[config.mk]
export PLATFORM = sky130hd
export DESIGN_NAME = muldiv_seq
export DESIGN_NICKNAME = d
export VERILOG_FILES = /design/src/rtl/muldiv_pkg.sv /design/src/rtl/muldiv_step.sv /design/src/rtl/muldiv_seq.sv
export SDC_FILE = /design/constraint.sdc
export NUM_CORES = 1
export LEC_CHECK = 0
export BUFFER_PORTS_ARGS = -buffer_cell sky130_fd_sc_hd__clkbuf_2
export CAP_MARGIN = 25
export CORE_UTILIZATION = 50
export DETAILED_ROUTE_END_ITERATION = 10
export GPL_ROUTABILITY_DRIVEN = 1
export PLACE_DENSITY = 0.68
export SLEW_MARGIN = 20
export SYNTH_ARGS = -nofsm -noshare
export SYNTH_HDL_FRONTEND = slang
export SYNTH_SLANG_ARGS = --single-unit
[constraint.sdc]
create_clock -name clk -period 4.9 [get_ports clk]
set_clock_uncertainty 0.2 [all_clocks]
set_input_delay 0 -clock clk [delete_from_list [all_inputs] [get_ports clk]]
set_output_delay 0 -clock clk [all_outputs]
set_load 0.01 [all_outputs]
[src/rtl/muldiv_pkg.sv]
// Shared types for the multi-cycle multiply/divide unit: operation and
// FSM state encodings plus small helpers for classifying an operation.
package muldiv_pkg;

    typedef enum logic [2:0] {
        MD_MUL  = 3'd0,
        MD_MULU = 3'd1,
        MD_DIV  = 3'd2,
        MD_DIVU = 3'd3,
        MD_MOD  = 3'd4,
        MD_MODU = 3'd5
    } Muldiv_op_t;

    typedef enum logic [1:0] {
        IDLE = 2'd0,
        CALC = 2'd1,
        DONE = 2'd2
    } Muldiv_state_t;

    // Divide-class ops (quotient or remainder) run the restoring datapath.
    function automatic logic op_is_div(input Muldiv_op_t op);
        return (op == MD_DIV) || (op == MD_DIVU) || (op == MD_MOD) || (op == MD_MODU);
    endfunction

    // Remainder-selecting ops.
    function automatic logic op_is_mod(input Muldiv_op_t op);
        return (op == MD_MOD) || (op == MD_MODU);
    endfunction

    // Ops whose operands are two's complement and need magnitude/sign handling.
    function automatic logic op_is_signed(input Muldiv_op_t op);
        return (op == MD_MUL) || (op == MD_DIV) || (op == MD_MOD);
    endfunction

endpackage

[src/rtl/muldiv_step.sv]
// One iteration of the iterative datapath, purely combinational.
// Multiply: acc accumulates, x is the multiplicand (shifts left), y the
// multiplier (shifts right). Divide: acc is the partial remainder, x the
// divisor, y holds the dividend bits shifting out MSB first while quotient
// bits shift in at the bottom.
module muldiv_step
    import muldiv_pkg::*;
#(
    parameter int XLEN = 16
) (
    input  Muldiv_op_t        op,
    input  logic [XLEN:0]     acc,
    input  logic [XLEN-1:0]   x,
    input  logic [XLEN-1:0]   y,
    output logic [XLEN:0]     acc_next,
    output logic [XLEN-1:0]   x_next,
    output logic [XLEN-1:0]   y_next
);

    logic [XLEN:0]   shifted;
    logic [XLEN+1:0] trial;
    logic [XLEN:0]   addend;

    // Compute either a shift-add step or a restoring-divide step.
    always_comb begin
        shifted  = {acc[XLEN-1:0], y[XLEN-1]};
        trial    = {1'b0, shifted} - {2'b00, x};
        addend   = y[0] ? {1'b0, x} : '0;
        acc_next = acc;
        x_next   = x;
        y_next   = y;
        if (op_is_div(op)) begin
            // A non-negative trial difference means the divisor fits: keep it.
            if (!trial[XLEN+1]) begin
                acc_next = trial[XLEN:0];
                y_next   = {y[XLEN-2:0], 1'b1};
            end else begin
                acc_next = shifted;
                y_next   = {y[XLEN-2:0], 1'b0};
            end
        end else begin
            acc_next = acc + addend;
            x_next   = {x[XLEN-2:0], 1'b0};
            y_next   = {1'b0, y[XLEN-1:1]};
        end
    end

endmodule

[src/rtl/muldiv_seq.sv]
// Multi-cycle integer multiply/divide unit. Accepts one op at a time through
// a valid/ready handshake, iterates XLEN steps of muldiv_step, then holds the
// result as a CDB request until granted. Recovery aborts in any state.
module muldiv_seq
    import muldiv_pkg::*;
#(
    parameter int XLEN  = 16,
    parameter int ROB_W = 5,
    parameter int TAG_W = 6
) (
    input  logic             clk,
    input  logic             rst,
    input  logic             recovery_en,
    input  logic             issue_valid,
    output logic             issue_ready,
    input  Muldiv_op_t       issue_op,
    input  logic [XLEN-1:0]  issue_a,
    input  logic [XLEN-1:0]  issue_b,
    input  logic [ROB_W-1:0] issue_rob,
    input  logic [TAG_W-1:0] issue_tag,
    output logic             cdb_valid,
    input  logic             cdb_gnt,
    output logic [XLEN-1:0]  cdb_result,
    output logic             cdb_exc,
    output logic [ROB_W-1:0] cdb_rob,
    output logic [TAG_W-1:0] cdb_tag
);

    localparam int CNT_W = (XLEN > 2) ? $clog2(XLEN) : 1;

    Muldiv_state_t    state_reg, state_next;
    Muldiv_op_t       op_reg;
    logic             sign_reg;
    logic [CNT_W-1:0] count_reg;
    logic [XLEN:0]    acc_reg;
    logic [XLEN-1:0]  x_reg, y_reg;
    logic [XLEN-1:0]  result_reg;
    logic             exc_reg;
    logic [ROB_W-1:0] rob_reg;
    logic [TAG_W-1:0] tag_reg;

    logic             accept;
    logic             a_neg, b_neg, div_zero;
    logic [XLEN-1:0]  a_mag, b_mag;
    logic [XLEN:0]    acc_next;
    logic [XLEN-1:0]  x_next, y_next;
    logic [XLEN-1:0]  mag_result, final_result;

    muldiv_step #(.XLEN(XLEN)) u_step (
        .op       (op_reg),
        .acc      (acc_reg),
        .x        (x_reg),
        .y        (y_reg),
        .acc_next (acc_next),
        .x_next   (x_next),
        .y_next   (y_next)
    );

    // Issue-side decode: magnitudes, divide-by-zero detect, accept condition.
    always_comb begin
        accept   = issue_valid && (state_reg == IDLE) && !recovery_en;
        a_neg    = op_is_signed(issue_op) && issue_a[XLEN-1];
        b_neg    = op_is_signed(issue_op) && issue_b[XLEN-1];
        a_mag    = a_neg ? (~issue_a + 1'b1) : issue_a;
        b_mag    = b_neg ? (~issue_b + 1'b1) : issue_b;
        div_zero = op_is_div(issue_op) && (issue_b == '0);
    end

    // Result selection and sign fix-up for the final iteration.
    always_comb begin
        if (op_is_div(op_reg) && !op_is_mod(op_reg)) begin
            mag_result = y_next;
        end else begin
            mag_result = acc_next[XLEN-1:0];
        end
        final_result = sign_reg ? (~mag_result + 1'b1) : mag_result;
    end

    // State register.
    always_ff @(posedge clk) begin
        if (rst) begin
            state_reg <= IDLE;
        end else begin
            state_reg <= state_next;
        end
    end

    // Next-state logic; recovery overrides everything.
    always_comb begin
        state_next = state_reg;
        case (state_reg)
            IDLE: if (accept) state_next = div_zero ? DONE : CALC;
            CALC: if (count_reg == '0) state_next = DONE;
            DONE: if (cdb_gnt) state_next = IDLE;
            default: state_next = IDLE;
        endcase
        if (recovery_en) state_next = IDLE;
    end

    // Handshake outputs depend on state only (plus the recovery squash).
    always_comb begin
        issue_ready = (state_reg == IDLE);
        cdb_valid   = (state_reg == DONE) && !recovery_en;
    end

    // Datapath, counter and held CDB payload.
    always_ff @(posedge clk) begin
        if (rst) begin
            op_reg     <= MD_MUL;
            sign_reg   <= 1'b0;
            count_reg  <= '0;
            acc_reg    <= '0;
            x_reg      <= '0;
            y_reg      <= '0;
            result_reg <= '0;
            exc_reg    <= 1'b0;
            rob_reg    <= '0;
            tag_reg    <= '0;
        end else begin
            case (state_reg)
                IDLE: begin
                    if (accept) begin
                        op_reg    <= issue_op;
                        rob_reg   <= issue_rob;
                        tag_reg   <= issue_tag;
                        sign_reg  <= op_is_mod(issue_op) ? a_neg : (a_neg ^ b_neg);
                        count_reg <= CNT_W'(XLEN - 1);
                        acc_reg   <= '0;
                        // Divide keeps the divisor in x and shifts the dividend out of y.
                        x_reg     <= op_is_div(issue_op) ? b_mag : a_mag;
                        y_reg     <= op_is_div(issue_op) ? a_mag : b_mag;
                        if (div_zero) begin
                            result_reg <= '0;
                            exc_reg    <= 1'b1;
                        end
                    end
                end
                CALC: begin
                    acc_reg   <= acc_next;
                    x_reg     <= x_next;
                    y_reg     <= y_next;
                    count_reg <= count_reg - CNT_W'(1);
                    if (count_reg == '0 && !recovery_en) begin
                        result_reg <= final_result;
                        exc_reg    <= 1'b0;
                    end
                end
                default: ;
            endcase
        end
    end

    assign cdb_result = result_reg;
    assign cdb_exc    = exc_reg;
    assign cdb_rob    = rob_reg;
    assign cdb_tag    = tag_reg;

endmodule

==> run_results.csv, run 1 <==
group,metric,value,unit
placement,dpl.hpwl,16200,um
power,powerDensity,256,mW/mm2
route,drc,0,
worst_hold_path,hp-start,"issue_b[2]",
yosys,yosysMostFrequentCell,"nand2_1",
finish,fill_cells,1296,
cts,h-tree-depth,3,
timing,finalCriticalPeriod,4360,ps
timing,finalSetupViolations,0,
yosys,synth.avg_cell_area,7.28,um2
critical_path,critPathMaxFanout,19,
power,switchingPower,0.767,mW
grt,antenna_found_initial,0,
timing,fin_ws,543,ps
yosys,yosys.area.top_type_share,24.1,%
timing,maxSlewHeadroom,41.7,%
cts,cts_made_buffers,9,
floorplanning,die_w,121,um
critical_path,arrival,4400,ps
status,outcome,"finished, final reports clean",
timing,finalMaxSlewViolations,0,
placement,dp_worst_setup_slack,622,ps
timing,max_freq,0.230,GHz
cts,cts-root-buf,"clkbuf_16",
power,power_frac_comb,30.1,%
yosys,yosysTopAreaCell,"dfxtp_1",
grt,grt_pass1_vias,6879,
timing,hold_violations,0,
finish,area_growth,16.4,%
timing,tightest_slew,873,ps
route,postRouteAntennaNets,0,
run,maxCapViolations,0,
grt,top_usage_layer,"met2",
worst_hold_path,min_to,"y_reg[2]",
timing,min_period_over_period,88.9,%
floorplanning,fp.dieArea,0.0146,mm2
yosys,syn_inst,968,
critical_path,cp-end-kind,"flip-flop",
cts,cts_resized,0,
yosys,ys_async_sr_fraction,0,%
power,clkPwrFrac,33.4,%
timing,holdWs,4.81,ps
power,ir_drop,0.000184,V
cts,clk_pin_slew_worst_paths,70,ps
yosys,synthesis.nets,1056,
route,via_count,7537,
critical_path,r2r_start,"y_reg[0]",
cts,clkLatencyLatePin,360,ps
yosys,synthTopCellsByCount,"nand2_1 (138), a21oi_1 (96), nor2_1 (89), dfxtp_1 (85), clkbuf_1 (47)",
timing,rsz0062_at_grt,"false",
yosys,mappedNetlistArea,0.00705,mm2
yosys,yosysWarnings,0,
worst_hold_path,hold_class,"primary input to flip-flop",
floorplanning,rows,43,
cts,clockBufferDepth,2,
yosys,synthFlopType,"dfxtp_1",
finish,drive_gt1_share,14.1,%
critical_path,r2r_setup_slack,540,ps
power,p_int,1.33,mW
grt,grt_start_max_net_pins,77,
route,wl_per_cell,17.7,um
cts,cts_tree,"built",
yosys,synth_edf_count,0,
power,p_sw_share,36.5,%
critical_path,r2r_cells,14,
yosys,ys_top_cells_by_area,"dfxtp_1 (24%), nand2_1 (7.3%), a21oi_1 (6.8%)",
critical_path,worstSetupPathType,"flip-flop to flip-flop",
grt,met1_usage,40.0,%
floorplanning,fp.dieH,121,um
critical_path,required,4950,ps
route,avgViaCountPerCell,6.11,
worst_hold_path,whs_path_depth,4,
finish,diodes,0,
critical_path,crit_path_start,"y_reg[0]",
yosys,yosysSeqAreaShare,24.1,%
power,seqPwrFrac,36.5,%
placement,io_buffers,80,
critical_path,r2r_end,"cdb_result[15]",
yosys,synth.distinct_cells,80,
grt,gr-total-overflow,0,
placement,gp_congestion,0.973,
route,routed_wl,21900,um
finish,fin_nets,1136,
grt,globalRouteMet2Util,48.7,%
critical_path,worst_setup_path_start_kind,"flip-flop",
grt,grtUsageTotal,30.5,%
grt,grt_use_met3,5.71,%
yosys,synth_seq_cells,85,
route,dr.first_iter.drc_count,643,
timing,fin_tns_setup,0,ps
grt,grt_pass1_wl,34900,um
floorplanning,ioPinCount,81,
power,p_leak,3.25,nW
floorplanning,design.core.area,0.0138,mm2
cts,clock-sinks,85,
route,firstDrtPassIters,9,
floorplanning,initial_core_util,51.0,%
layout make-up:
| class | instances | area (um2) | share of cell area [%] |
|---|---|---|---|
| inverters | 35 | 131 | 1.60 |
| flip-flops and latches | 85 | 1700 | 20.7 |
| well taps | 180 | 225 | 2.74 |
| clock inverters | 7 | 75.1 | 0.914 |
| repair buffers | 129 | 841 | 10.2 |
| multi-input cells | 788 | 5010 | 61.0 |
| clock buffers | 9 | 225 | 2.74 |
worst max-delay path, stage by stage, from the launching register on:
cell	delay (ps)
dfxtp_1	490
and2_1	260
ha_1	210
fa_1	410
a21o_1	200
a221oi_2	370
o21ai_1	170
a311o_1	380
o211ai_1	110
xor2_1	290
o22ai_1	120
a211o_1	300
o41ai_2	410
xnor2_1	120
a22o_1	210
per-layer routing:
metal  vias to the layer above  routed length [um]
met5                         -                   0
li1                       3676                   -
met3                        63                1490
met2                       301                9790
met4                         0                 818
met1                      3497                9780
worst max-delay path by stage:
stage / end / slack, ps / cells after the start
floorplan: cdb_result[15] / 1100 / 15
global placement: cdb_result[12] / 800 / 17
detailed placement: cdb_result[15] / 620 / 14
CTS: cdb_result[15] / 610 / 14
global route: cdb_result[15] / 320 / 14
finish: cdb_result[15] / 540 / 14
layout by cell type, fill, tap and decap left out, drive strengths merged, types with 17 or more instances in the layout:
cell,n
ha,35
inv,39
a31oi,17
a21oi,98
o21ai,37
nor3,28
nand3,35
xnor2,40
dfxtp,85
and2,18
clkbuf,89
dlygate4sd3,29
o211ai,27
a211oi,41
buf,20
xor2,30
nand2,138
nor2,90
cells by family after synthesis:
family | after synthesis | share of synthesized area, %
adder cells (fa/ha/maj) | 37 | 6.78
flip-flops | 85 | 24.1
multiplexers | 9 | 1.33
AO/OA/AOI/OAI | 309 | 29.6
buffers and inverters | 95 | 5.25
XOR/XNOR | 70 | 8.96
AND/OR/NAND/NOR | 363 | 23.9
timing repair:
action | 4_1_cts | 5_1_grt
setup buffers | 0 | 0
endpoints found under the setup margin | 0 | 0
hold endpoints to repair | 26 | 0
hold buffers | 29 | 0
per-stage QoR:
stage / utilization [%] / total power [mW] / cells / cell area, um2
final: 59.4 / 2.10 / 1233 / 8210
after detailed placement: 55.1 / 1.38 / 1188 / 7620
after global routing: 59.4 / 2.20 / 1233 / 8210
after CTS: 59.4 / 2.10 / 1233 / 8210
after global placement: 55.1 / 1.37 / 1188 / 7620
after floorplan: - / 1.21 / 968 / 7050
power by group through the flow:
| stage | clock network [mW] | logic (mW) | registers, mW |
|---|---|---|---|
| finish | 0.701 | 0.633 | 0.765 |
| CTS | 0.715 | 0.621 | 0.763 |
| global route | 0.739 | 0.689 | 0.769 |
| detailed placement | 0 | 0.600 | 0.779 |
| global placement | 0 | 0.596 | 0.778 |
| floorplan | 0 | 0.446 | 0.762 |
No activity file was read; power rests on OpenSTA's default activity.
==> run 2, diff against run 1 <==
CORE_ASPECT_RATIO = 1.75   (was not set)
==> run_results.csv, run 2 (same netlist as run 1, synthesis figures left out) <==
group,metric,value,unit
cts,cts_made_buffers,9,
placement,gp_congestion,1.00,
critical_path,arrival,4510,ps
run,maxCapViolations,0,
grt,grtUsageTotal,32.7,%
timing,maxSlewHeadroom,43.8,%
grt,grt_pass1_vias,7308,
timing,hold_violations,0,
status,outcome,"finished, final reports clean",
timing,holdWs,0.736,ps
route,postRouteAntennaNets,0,
timing,rsz0062_at_grt,"false",
timing,finalCriticalPeriod,4450,ps
cts,clockBufferDepth,2,
floorplanning,fp.dieH,159,um
timing,tightest_slew,841,ps
grt,gr-total-overflow,0,
power,powerDensity,258,mW/mm2
placement,dpl.hpwl,17500,um
finish,diodes,0,
floorplanning,die_w,91.8,um
cts,clkLatencyLatePin,360,ps
route,routed_wl,23200,um
cts,cts-root-buf,"clkbuf_16",
power,ir_drop,0.000186,V
timing,min_period_over_period,90.8,%
timing,fin_tns_setup,0,ps
timing,max_freq,0.225,GHz
critical_path,path_depth,16,
finish,mostFrequentLayoutCells,"nand2_1 (138), a21oi_1 (96), nor2_1 (89)",
finish,fin_util,59.5,%
floorplanning,rows,57,
finish,final_common_cell,"nand2_1",
floorplanning,initial_core_util,51.0,%
route,drc,0,
critical_path,worst_setup_path_start_kind,"flip-flop",
critical_path,crit_family,"compound AO/OA/AOI/OAI gates",
critical_path,cp_num_buf_inv,1,
finish,fill_cells,1357,
timing,finalMaxSlewViolations,0,
cts,clock-sinks,85,
finish,area_growth,16.8,%
cts,clk_pin_slew_worst_paths,70,ps
floorplanning,fp.dieArea,0.0146,mm2
placement,io_buffers,80,
finish,drive_gt1_share,13.6,%
critical_path,r2r_cells,16,
route,wl_per_cell,18.9,um
route,via_count,7512,
cts,h-tree-depth,3,
grt,grt_start_max_net_pins,49,
timing,finalSetupViolations,0,
critical_path,cp_slowest_stage_delay,510,ps
grt,grt_pass1_wl,37700,um
route,firstDrtPassIters,5,
critical_path,slowest_stage,"dfxtp_1",
finish,fin_nets,1138,
floorplanning,ioPinCount,81,
power,power.total,2.12,mW
grt,antenna_found_initial,0,
critical_path,critPathMaxFanout,16,
critical_path,required,4960,ps
critical_path,cp-end-kind,"flip-flop",
floorplanning,design.core.area,0.0138,mm2
critical_path,cp_cell_sequence,"ha_1, nor2_1, a211oi_2, o2111ai_4, nand3_2, mux2_2, o21ai_0, inv_1, ha_1, nor2b_1, a32oi_1, o31ai_2, nand4b_1, o21ai_0, xor2_1, a22o_1",
cts,cts_resized,0,
power,p_leak,3.26,nW
route,avgViaCountPerCell,6.10,
route,dr.first_iter.drc_count,504,
critical_path,worstSetupPathType,"flip-flop to flip-flop",
cts,cts_tree,"built",
worst_hold_path,hold_class,"primary input to flip-flop",
cts,post_cts_buffers,0,
worst_hold_path,whs_path_depth,5,
## run 2: changes by cell type in the layout (fill, tap and decap cells not counted), sizes merged
cell | previous run | this run
dlygate4sd3 | 29 | 35
buf | 20 | 16
clkinvlp | 1 | 0
clkinv | 2 | 3
## run 2: final timing paths
kind                    start             end  slack (ps)
setup reg to reg   acc_reg[1]  cdb_result[12]         450
setup / recovery   acc_reg[1]  cdb_result[12]         450
hold / removal    issue_a[11]       y_reg[11]         0.7
hold reg to reg    cdb_tag[4]      cdb_tag[4]         260
## run 2: area by class of cell
class | count | area (um2) | area share, %
flip-flops and latches | 85 | 1700 | 20.7
inverters | 35 | 131 | 1.60
clock buffers | 9 | 225 | 2.73
well taps | 177 | 221 | 2.69
clock inverters | 7 | 76.3 | 0.927
repair buffers | 131 | 871 | 10.6
multi-input cells | 788 | 5010 | 60.8
## run 2: timing repair
item	4_1_cts	5_1_grt
hold buffers	35	0
hold endpoints to repair	29	0
endpoints found under the setup margin	0	0
## run 2: metal layers
| layer | GRT usage [%] | wire length (um) | vias up |
|---|---|---|---|
| met5 | 0 | 0 | - |
| met2 | 60.5 | 12200 | 242 |
| li1 | - | - | 3660 |
| met1 | 34.2 | 8620 | 3525 |
| met4 | 19.6 | 1440 | 0 |
| met3 | 4.63 | 921 | 85 |
## run 2: where the power goes
part	total (mW)	internal [mW]	leakage, nW	switching, mW
Sequential	0.769	0.723	0.693	0.0457
Clock	0.715	0.363	0.149	0.351
Combinational	0.638	0.247	2.42	0.391
## run 2: worst min-delay path, delay by kind of cell
| family | cells | cell delay, ps |
|---|---|---|
| compound gates | 2 | 250 |
| xor+xnor | 1 | 90 |
| buf+inv | 1 | 100 |
| simple gates | 1 | 80 |
## run 2: stage by stage
step / setup slack (ps) / area, um2 / cells
after floorplan: 1100 / 7050 / 968
after global placement: 580 / 7580 / 1181
after detailed placement: 524 / 7580 / 1181
after CTS: 510 / 8240 / 1232
after global routing: 203 / 8240 / 1232
final: 451 / 8240 / 1232
==> run 3, diff against run 2 <==
PLACE_DENSITY = not set   (was 0.68)
PLACE_DENSITY_LB_ADDON = 0.1   (was not set)
==> run_results.csv, run 3 (same netlist as run 1, synthesis figures left out) <==
group,metric,value,unit
worst_hold_path,hp-start,"issue_b[8]",
power,ir_drop,0.000164,V
power,powerDensity,259,mW/mm2
critical_path,required,4940,ps
timing,maxSlewHeadroom,39.5,%
floorplanning,fp.dieArea,0.0146,mm2
cts,clockBufferDepth,2,
route,routed-wl-met3,822,um
grt,grt_pass1_vias,7138,
route,postRouteAntennaNets,0,
critical_path,critPathMaxFanout,19,
timing,finalMaxSlewViolations,0,
critical_path,worst_setup_path_start_kind,"flip-flop",
route,top_layer,"met4",
finish,area_growth,17.5,%
timing,hold_violations,0,
floorplanning,initial_core_util,51.0,%
worst_hold_path,whs_path_depth,6,
critical_path,r2r_setup_slack,580,ps
grt,grt_pass1_wl,36300,um
grt,antenna_found_initial,0,
cts,cts_tree,"built",
floorplanning,fp.dieH,159,um
finish,drive_gt1_share,13.8,%
placement,dp_worst_setup_slack,641,ps
timing,fin_tns_setup,0,ps
route,drc,0,
critical_path,r2r_start,"y_reg[0]",
cts,h-tree-depth,3,
timing,max_freq,0.232,GHz
route,routed_wl,22700,um
finish,fin_cells,1237,
placement,gp_congestion,1.00,
floorplanning,design.core.area,0.0138,mm2
grt,grt_start_max_net_pins,49,
cts,cts_made_buffers,9,
power,p_leak,3.28,nW
finish,fin_util,59.9,%
route,firstDrtPassIters,9,
critical_path,worstSetupPathType,"flip-flop to flip-flop",
finish,diodes,0,
finish,final_area,0.00829,mm2
critical_path,arrival,4360,ps
timing,finalSetupViolations,0,
route,met2WireLength,11900,um
route,via_count,7476,
critical_path,cp-end-kind,"flip-flop",
timing,finalCriticalPeriod,4320,ps
timing,fin_ws,583,ps
route,drt-met1-wl,8730,um
grt,gr-total-overflow,0,
timing,rsz0062_at_grt,"false",
placement,placed_area,0.00760,mm2
critical_path,r2r_end,"cdb_result[15]",
finish,fin_nets,1143,
timing,tightest_slew,905,ps
worst_hold_path,hold_class,"primary input to flip-flop",
floorplanning,die_w,91.8,um
finish,mostFrequentLayoutCells,"nand2_1 (138), a21oi_1 (96), nor2_1 (89)",
run,maxCapViolations,0,
grt,grtUsageTotal,31.6,%
placement,io_buffers,80,
timing,min_period_over_period,88.1,%
placement,dp_cells,1183,
critical_path,r2r_cells,14,
route,avgViaCountPerCell,6.04,
finish,final_common_cell,"nand2_1",
cts,clkLatencyLatePin,350,ps
route,wl_per_cell,18.4,um
status,outcome,"finished, final reports clean",
cts,clock-sinks,85,
worst_hold_path,min_to,"x_reg[8]",
floorplanning,ioPinCount,81,
finish,fill_cells,1387,
placement,dpl.hpwl,17000,um
cts,cts-root-buf,"clkbuf_16",
cts,clk_pin_slew_worst_paths,80,ps
route,dr.first_iter.drc_count,456,
floorplanning,rows,57,
==> run 3: cell types whose count changed in the layout (fill, tap and decap cells not counted), sizes merged <==
cell and change:
buf +2, bufinv +1, clkinv -1, clkinvlp +1, dlygate4sd3 +3, inv -1
==> run 3: worst max path at each step <==
stage / depth (start not counted) / start / slack, ps / to
floorplan: 15 / y_reg[0] / 1100 / cdb_result[15]
global placement: 14 / y_reg[0] / 740 / cdb_result[15]
detailed placement: 14 / y_reg[0] / 640 / cdb_result[15]
CTS: 14 / y_reg[0] / 630 / cdb_result[15]
global route: 18 / x_reg[15] / 280 / cdb_result[14]
finish: 14 / y_reg[0] / 580 / cdb_result[15]
==> run 3: cell type report <==
class | count | area [um2] | area share, %
clock buffer | 9 | 225 | 2.72
clock inverter | 7 | 80.1 | 0.966
inverter | 35 | 131 | 1.59
multi-input combinational | 788 | 5010 | 60.5
sequential | 85 | 1700 | 20.5
tap | 177 | 221 | 2.67
timing repair buffer | 136 | 916 | 11.1
==> run 3: layer usage <==
metal | vias to the layer above | track usage (%)
met5 | - | 0
met4 | 0 | 19.5
met3 | 66 | 2.96
met2 | 240 | 58.5
met1 | 3478 | 33.8
li1 | 3692 | -
==> run 3: where the power goes <==
| group | switching (mW) | internal (mW) |
|---|---|---|
| sequential | 0.0433 | 0.723 |
| clock | 0.337 | 0.404 |
| combinational | 0.385 | 0.252 |
| total | 0.764 | 1.38 |
==> run 3: per-stage QoR <==
step	total power [mW]	hold WS (ps)
detailed placement	1.38	28.6
floorplan	1.21	-64.0
CTS	2.14	23.6
finish	2.14	25.1
global route	2.24	45.7
global placement	1.38	24.2
==> run 3: repair_timing <==
| item | in CTS | in global routing |
|---|---|---|
| hold buffers | 38 | 0 |
| endpoints found under the hold margin | 31 | 0 |
| resized for setup | 0 | 0 |
| buffers inserted | 0 | 0 |
==> run 3: worst max-delay path: stages (launching register included) <==
cell	delay, ps
dfxtp_1	490
and2_1	260
ha_1	200
fa_1	410
a21o_1	210
a221oi_2	350
o21ai_1	160
a311o_1	370
o211ai_1	110
xor2_1	310
o22ai_1	130
a211o_1	320
o41ai_2	380
xnor2_1	100
a22o_1	210
